===== config.mk =====
export PLATFORM = sky130hd
export DESIGN_NAME = lh_pp_meta_arb
export DESIGN_NICKNAME = d
export VERILOG_FILES = /design/src/rtl/lh_pp_meta_arb.sv
export SDC_FILE = /design/constraint.sdc
export NUM_CORES = 1
export LEC_CHECK = 0
export BUFFER_PORTS_ARGS = -buffer_cell sky130_fd_sc_hd__buf_2
export CAP_MARGIN = 10
export CORE_AREA = 2 2 85 87
export DETAILED_ROUTE_END_ITERATION = 8
export DIE_AREA = 0 0 87 89
export MAX_ROUTING_LAYER = met4
export PLACE_DENSITY = 0.79
export SLEW_MARGIN = 30
export SYNTH_ARGS = -nofsm -noshare
export SYNTH_HDL_FRONTEND = slang
export SYNTH_SLANG_ARGS = --single-unit

===== constraint.sdc =====
create_clock -name clk -period 4.5 [get_ports clk]
set_clock_uncertainty 0.15 [all_clocks]
set_input_delay 0.225 -clock clk [delete_from_list [all_inputs] [get_ports clk]]
set_output_delay 0.225 -clock clk [all_outputs]
set_load 0.05 [all_outputs]

===== src/rtl/lh_pp_meta_arb.sv =====
// Round-robin scheduler draining NUM_SRC FWFT metadata FIFOs into one registered
// stream toward the packet parser. Optional bursts to one source are capped at
// MAX_BURST grants; downstream flow control is credit based.
module lh_pp_meta_arb #(
  parameter int unsigned NUM_SRC      = 4,
  parameter int unsigned SRC_NBITS    = 2,
  parameter int unsigned CREDITS      = 8,
  parameter int unsigned CREDIT_NBITS = 4,
  parameter int unsigned MAX_BURST    = 4,
  parameter int unsigned BURST_NBITS  = 2,
  parameter int unsigned META_W       = 32
) (
  input  logic                      clk,
  input  logic                      rst_n,
  input  logic [NUM_SRC-1:0]        src_en,
  input  logic [NUM_SRC-1:0]        src_empty,
  input  logic [NUM_SRC*META_W-1:0] src_dout,
  output logic [NUM_SRC-1:0]        src_rd,
  output logic                      pp_valid,
  output logic [META_W-1:0]         pp_meta,
  output logic [SRC_NBITS-1:0]      pp_src,
  input  logic                      pp_credit,
  output logic [CREDIT_NBITS-1:0]   credit_cnt,
  output logic                      busy
);

  localparam logic [SRC_NBITS-1:0]    LastInit  = SRC_NBITS'(NUM_SRC - 1);
  localparam logic [BURST_NBITS-1:0]  BurstTop  = BURST_NBITS'(MAX_BURST - 1);
  localparam logic [CREDIT_NBITS-1:0] CreditMax = CREDIT_NBITS'(CREDITS);
  localparam logic                    BurstEn   = (MAX_BURST > 1);

  // Arbitration state
  logic [SRC_NBITS-1:0]    last_q, last_d;
  logic [BURST_NBITS-1:0]  bcnt_q, bcnt_d;
  logic                    bact_q, bact_d;
  logic [CREDIT_NBITS-1:0] credit_q, credit_d;

  // Output stage
  logic                    pp_valid_q;
  logic [META_W-1:0]       pp_meta_q, pp_meta_d;
  logic [SRC_NBITS-1:0]    pp_src_q;

  // Sticky diagnostic flags; never expected to set in a healthy system
  logic                    diag_credit_ovf_q;
  logic                    diag_rd_empty_q;
  logic                    diag_rd_onehot_q;

  logic [NUM_SRC-1:0]      elig;
  logic                    issue;
  logic                    stick;
  logic                    rot_found;
  logic [SRC_NBITS-1:0]    rot_grant;
  logic [SRC_NBITS-1:0]    cand;
  logic [SRC_NBITS-1:0]    grant;
  logic [NUM_SRC-1:0]      grant_oh;
  logic                    credit_ovf;
  logic                    rd_empty_err;
  logic                    rd_onehot_err;

  // Eligibility and issue: credits gate every pop, pp_credit only helps next cycle
  always_comb begin
    elig  = src_en & ~src_empty;
    issue = (|elig) & (credit_q != '0);
  end

  // Grant selection: stay on last while the burst has room, otherwise rotate
  always_comb begin
    // bcnt never exceeds BurstTop, so inequality means there is room left
    stick     = bact_q & elig[last_q] & (bcnt_q != BurstTop);
    rot_found = 1'b0;
    rot_grant = last_q;
    cand      = last_q;
    // Scan last+1 .. last+NUM_SRC; the final step revisits last itself
    for (int unsigned k = 1; k <= NUM_SRC; k++) begin
      cand = SRC_NBITS'((32'(last_q) + k) % NUM_SRC);
      if (!rot_found && elig[cand]) begin
        rot_found = 1'b1;
        rot_grant = cand;
      end
    end
    grant    = stick ? last_q : rot_grant;
    grant_oh = {{(NUM_SRC-1){1'b0}}, 1'b1} << grant;
    src_rd   = issue ? grant_oh : '0;
  end

  // Head-entry mux for the granted source
  always_comb begin
    pp_meta_d = '0;
    for (int unsigned i = 0; i < NUM_SRC; i++) begin
      if (grant == SRC_NBITS'(i)) begin
        pp_meta_d = src_dout[i*META_W +: META_W];
      end
    end
  end

  // Burst bookkeeping; any cycle without an issue ends the burst
  always_comb begin
    last_d = last_q;
    bcnt_d = bcnt_q;
    bact_d = 1'b0;
    if (issue) begin
      last_d = grant;
      if (stick) begin
        bcnt_d = bcnt_q + BURST_NBITS'(1);
        bact_d = 1'b1;
      end else begin
        bcnt_d = '0;
        bact_d = BurstEn;
      end
    end
  end

  // Credit counter: one spent per pop, one returned per pp_credit, saturating at CREDITS
  always_comb begin
    credit_d   = credit_q;
    credit_ovf = pp_credit & (credit_q == CreditMax);
    case ({issue, pp_credit})
      2'b10:   credit_d = credit_q - CREDIT_NBITS'(1);
      2'b01:   credit_d = (credit_q == CreditMax) ? credit_q : credit_q + CREDIT_NBITS'(1);
      default: credit_d = credit_q;
    endcase
  end

  // Pop-sanity checks on the outgoing read strobes
  always_comb begin
    rd_empty_err  = |(src_rd & src_empty);
    rd_onehot_err = (src_rd & (src_rd - NUM_SRC'(1))) != '0;
  end

  // Arbitration and credit state
  always_ff @(posedge clk or negedge rst_n) begin
    if (!rst_n) begin
      last_q   <= LastInit;
      bcnt_q   <= '0;
      bact_q   <= 1'b0;
      credit_q <= CreditMax;
    end else begin
      last_q   <= last_d;
      bcnt_q   <= bcnt_d;
      bact_q   <= bact_d;
      credit_q <= credit_d;
    end
  end

  // Registered output stream; meta and src hold when nothing is issued
  always_ff @(posedge clk or negedge rst_n) begin
    if (!rst_n) begin
      pp_valid_q <= 1'b0;
      pp_meta_q  <= '0;
      pp_src_q   <= '0;
    end else begin
      pp_valid_q <= issue;
      if (issue) begin
        pp_meta_q <= pp_meta_d;
        pp_src_q  <= grant;
      end
    end
  end

  // Sticky error flags for credit overflow and malformed pops
  always_ff @(posedge clk or negedge rst_n) begin
    if (!rst_n) begin
      diag_credit_ovf_q <= 1'b0;
      diag_rd_empty_q   <= 1'b0;
      diag_rd_onehot_q  <= 1'b0;
    end else begin
      diag_credit_ovf_q <= diag_credit_ovf_q | credit_ovf;
      diag_rd_empty_q   <= diag_rd_empty_q | rd_empty_err;
      diag_rd_onehot_q  <= diag_rd_onehot_q | rd_onehot_err;
    end
  end

  // Output drive
  always_comb begin
    pp_valid   = pp_valid_q;
    pp_meta    = pp_meta_q;
    pp_src     = pp_src_q;
    credit_cnt = credit_q;
    busy       = (|elig) | pp_valid_q;
  end

endmodule


==> metrics.cfg <==
[setup_path]
cp-end-kind=output pin
arrival_ns=3.24
crit_chain=or3_1, nor2_1, or2_2, clkinv_1, nand2b_1, nor2_1, buf_2
crit_slowest_cell=nand2b_1
worstPathRequired_ns=4.12
criticalPathCategory=flip-flop to output pin
regToRegSetupSlack_ns=1.06
cp_common_cell=nor2_1
worstPathMaxFanout=39
reg2reg_depth=10
cpPeakStageDelay_ns=0.62
setup.worst_path.start_class=flip-flop

[drt]
totalWireLength_um=7850
dr.pass1.iters=4
drt_iter0_drc=109
drc=0
drt-wirelength-per-cell_um=14.7
via_per_inst=5.43
via_count=2894
ant_nets=0

[synth]
synth_compound_area_share_pct=15.2
syn_area_um2=2820
synth-adder-area-share_pct=2.04
synth-xor-area-share_pct=1.24
async_reset_ff_share_pct=100
yosysTopAreaCell=dfrtp_1
synthesis.nets=423
synthTopCellsByArea=dfrtp_1, mux2i_1, o221ai_1
postSynthCellCount=280
synthFlopType=dfrtp_1
syn-mean-instance-area_um2=10.1
muxShareOfSynthArea_pct=24.3
synth_top_family_by_area=multiplexers
synth_edf_count=0
synth_top_area_share_pct=35.5
yosys.cell_types.count=42
ys_seq_area_share_pct=38.3
synth_seq_cells=43
synth-simple-area-share_pct=14.2
yosysWarnings=0

[power]
vdd_drop_max_mv=0.420
power.total_uw=3400
p_int_uw=1550
power_frac_clock_pct=7.9
combPwrFrac_pct=69.8
power.density_nw_per_um2=883
netSwitchingPower_uw=1850
leakagePower_uw=0.00208
pwr-share-seq_pct=22.3
switching_share_pct=54.4

[die]
die_area_um2=7740
initial_core_util_pct=42.0
rows=30
die_x_um=87
io_pins=183
core_area_um2=6720
die_h_um=89

[placement]
pre_cts_slack_ns=0.949
gp_congestion=0.858
dpl_cell_area_um2=3740
dpl.hpwl_um=6170
port_buffers=182

[grt]
grt_pass1_vias=2677
grt_usage_pct=19.9
grt_pass1_wl_um=11900
grt_start_max_net_pins=44
grt_antenna_before_repair=0
grt_overflow=0

[finish]
antenna_cells=0
final_common_cell=buf_2
area_growth_syn_to_layout_pct=36.5
drive_gt1_share_pct=45.3
layout_common_cells=buf_2, mux2i_1, nand2_1
final_util_pct=57.3
final_cell_area_um2=3850
final_nets=595

[timing]
fmax_ghz=0.277
setup_tns_ns=0
slew_headroom_pct=51.0
worst_pin_slew_ns=0.735
finalCritPeriodShare_pct=80.3
rsz0062_at_grt=no
setup_viol=0
min_period_ns=3.61
final.setup.worst_slack_ns=0.887
drv_slew=0
hold_violations=0

[clocking]
postCtsSetupBuffers=0
path_clk_slew_ns=0.08
cts-root-buf=clkbuf_8
cts_max_path_buffers=2
clock_sinks=43
cts_buffers=5
clk_latency_ns=0.29
cts-htree-levels=2
cts_tree=built

[run]
cap_violations=0

[hold_path]
hp-class=input port to flip-flop
hold_depth=3

[run_status]
run_status=finished clean

timing repair:
| action | 4_1_cts | 5_1_grt |
|---|---|---|
| hold endpoints to repair | 40 | 0 |
| hold buffers | 1 | 0 |
| resized for setup | 0 | 0 |
per-stage QoR:
stage / hold slack [ns] / instances
finish: 0.0741 / 533
global route: 0.0979 / 533
CTS: 0.0705 / 533
detailed placement: 0.275 / 524
global placement: 0.261 / 524
floorplan: -0.221 / 280
cell usage after synthesis, drive strengths merged, types with 2 or more instances:
cell    instances
mux2i          65
nand2          45
dfrtp          40
o221ai         33
buf            12
clkbuf         10
nor2            9
nand2b          7
o21ai           7
nor4            5
nand3           4
nor2b           4
a21oi           3
dfstp           3
ha              3
nor3            3
o21a            3
xnor2           3
a21o            2
inv             2
o211ai          2
o31a            2
or2             2
path summary, 6_finish.rpt:
kind                                                start                        end
worst min register to register      pp_src[1]$_DFFE_PN0N_      pp_src[1]$_DFFE_PN0N_
worst max-delay path            credit_cnt[0]$_DFFE_PN0P_                  src_rd[1]
worst min-delay path                            pp_credit  credit_cnt[3]$_DFFE_PN1P_
max in group asynchronous                           rst_n      last_q[1]$_DFFE_PN1N_
min in group asynchronous                           rst_n      pp_src[0]$_DFFE_PN0N_
worst max register to register  credit_cnt[0]$_DFFE_PN0P_  credit_cnt[3]$_DFFE_PN1P_
cells by family (layout without fill, tap and decap cells):
| logic type | after synthesis | after routing |
|---|---|---|
| compound gates | 53 | 53 |
| flops | 43 | 43 |
| xor+xnor | 4 | 4 |
| simple gates | 84 | 84 |
| fa+ha+maj | 4 | 4 |
| buf+inv | 25 | 198 |
| mux | 67 | 67 |
sequential cells by signal, indices dropped and copies added (netlist names):
name and count:
bact_q 1, bcnt_q 2, credit_cnt 4, pp_src 2, pp_meta 32, last_q 2
layout make-up:
cell class / instances / area, µm²
well taps: 80 / 100
inverters: 3 / 11.3
multi-input cells: 212 / 1610
fillers: 598 / 2870
flip-flops and latches: 43 / 1080
repair buffers: 187 / 953
clock buffers: 8 / 100
power by group through the flow:
| stage | clock network (µW) | registers (µW) | logic, µW |
|---|---|---|---|
| finish | 269 | 759 | 2370 |
| global route | 288 | 788 | 2540 |
| CTS | 271 | 759 | 2390 |
| detailed placement | 0 | 759 | 2400 |
| global placement | 0 | 755 | 2330 |
| floorplan | 0 | 1320 | 1360 |
layer usage:
layer  part of all wire, %  global-route usage, %  vias to the layer above
met5                     0                      -                        -
met2                    51                   33.4                      151
li1                      -                      -                     1382
met3                   6.9                   4.06                       12
met4                   1.9                   6.39                        0
met1                    41                   24.0                     1349
worst max-delay path, delay by kind of cell, from the launching register on:
kind	cells	cell delay [ns]
AND/OR/NAND/NOR	5	1.82
buffers and inverters	2	0.65
flip-flops	1	0.47
Note: power is estimated with default switching activity, not from simulation.
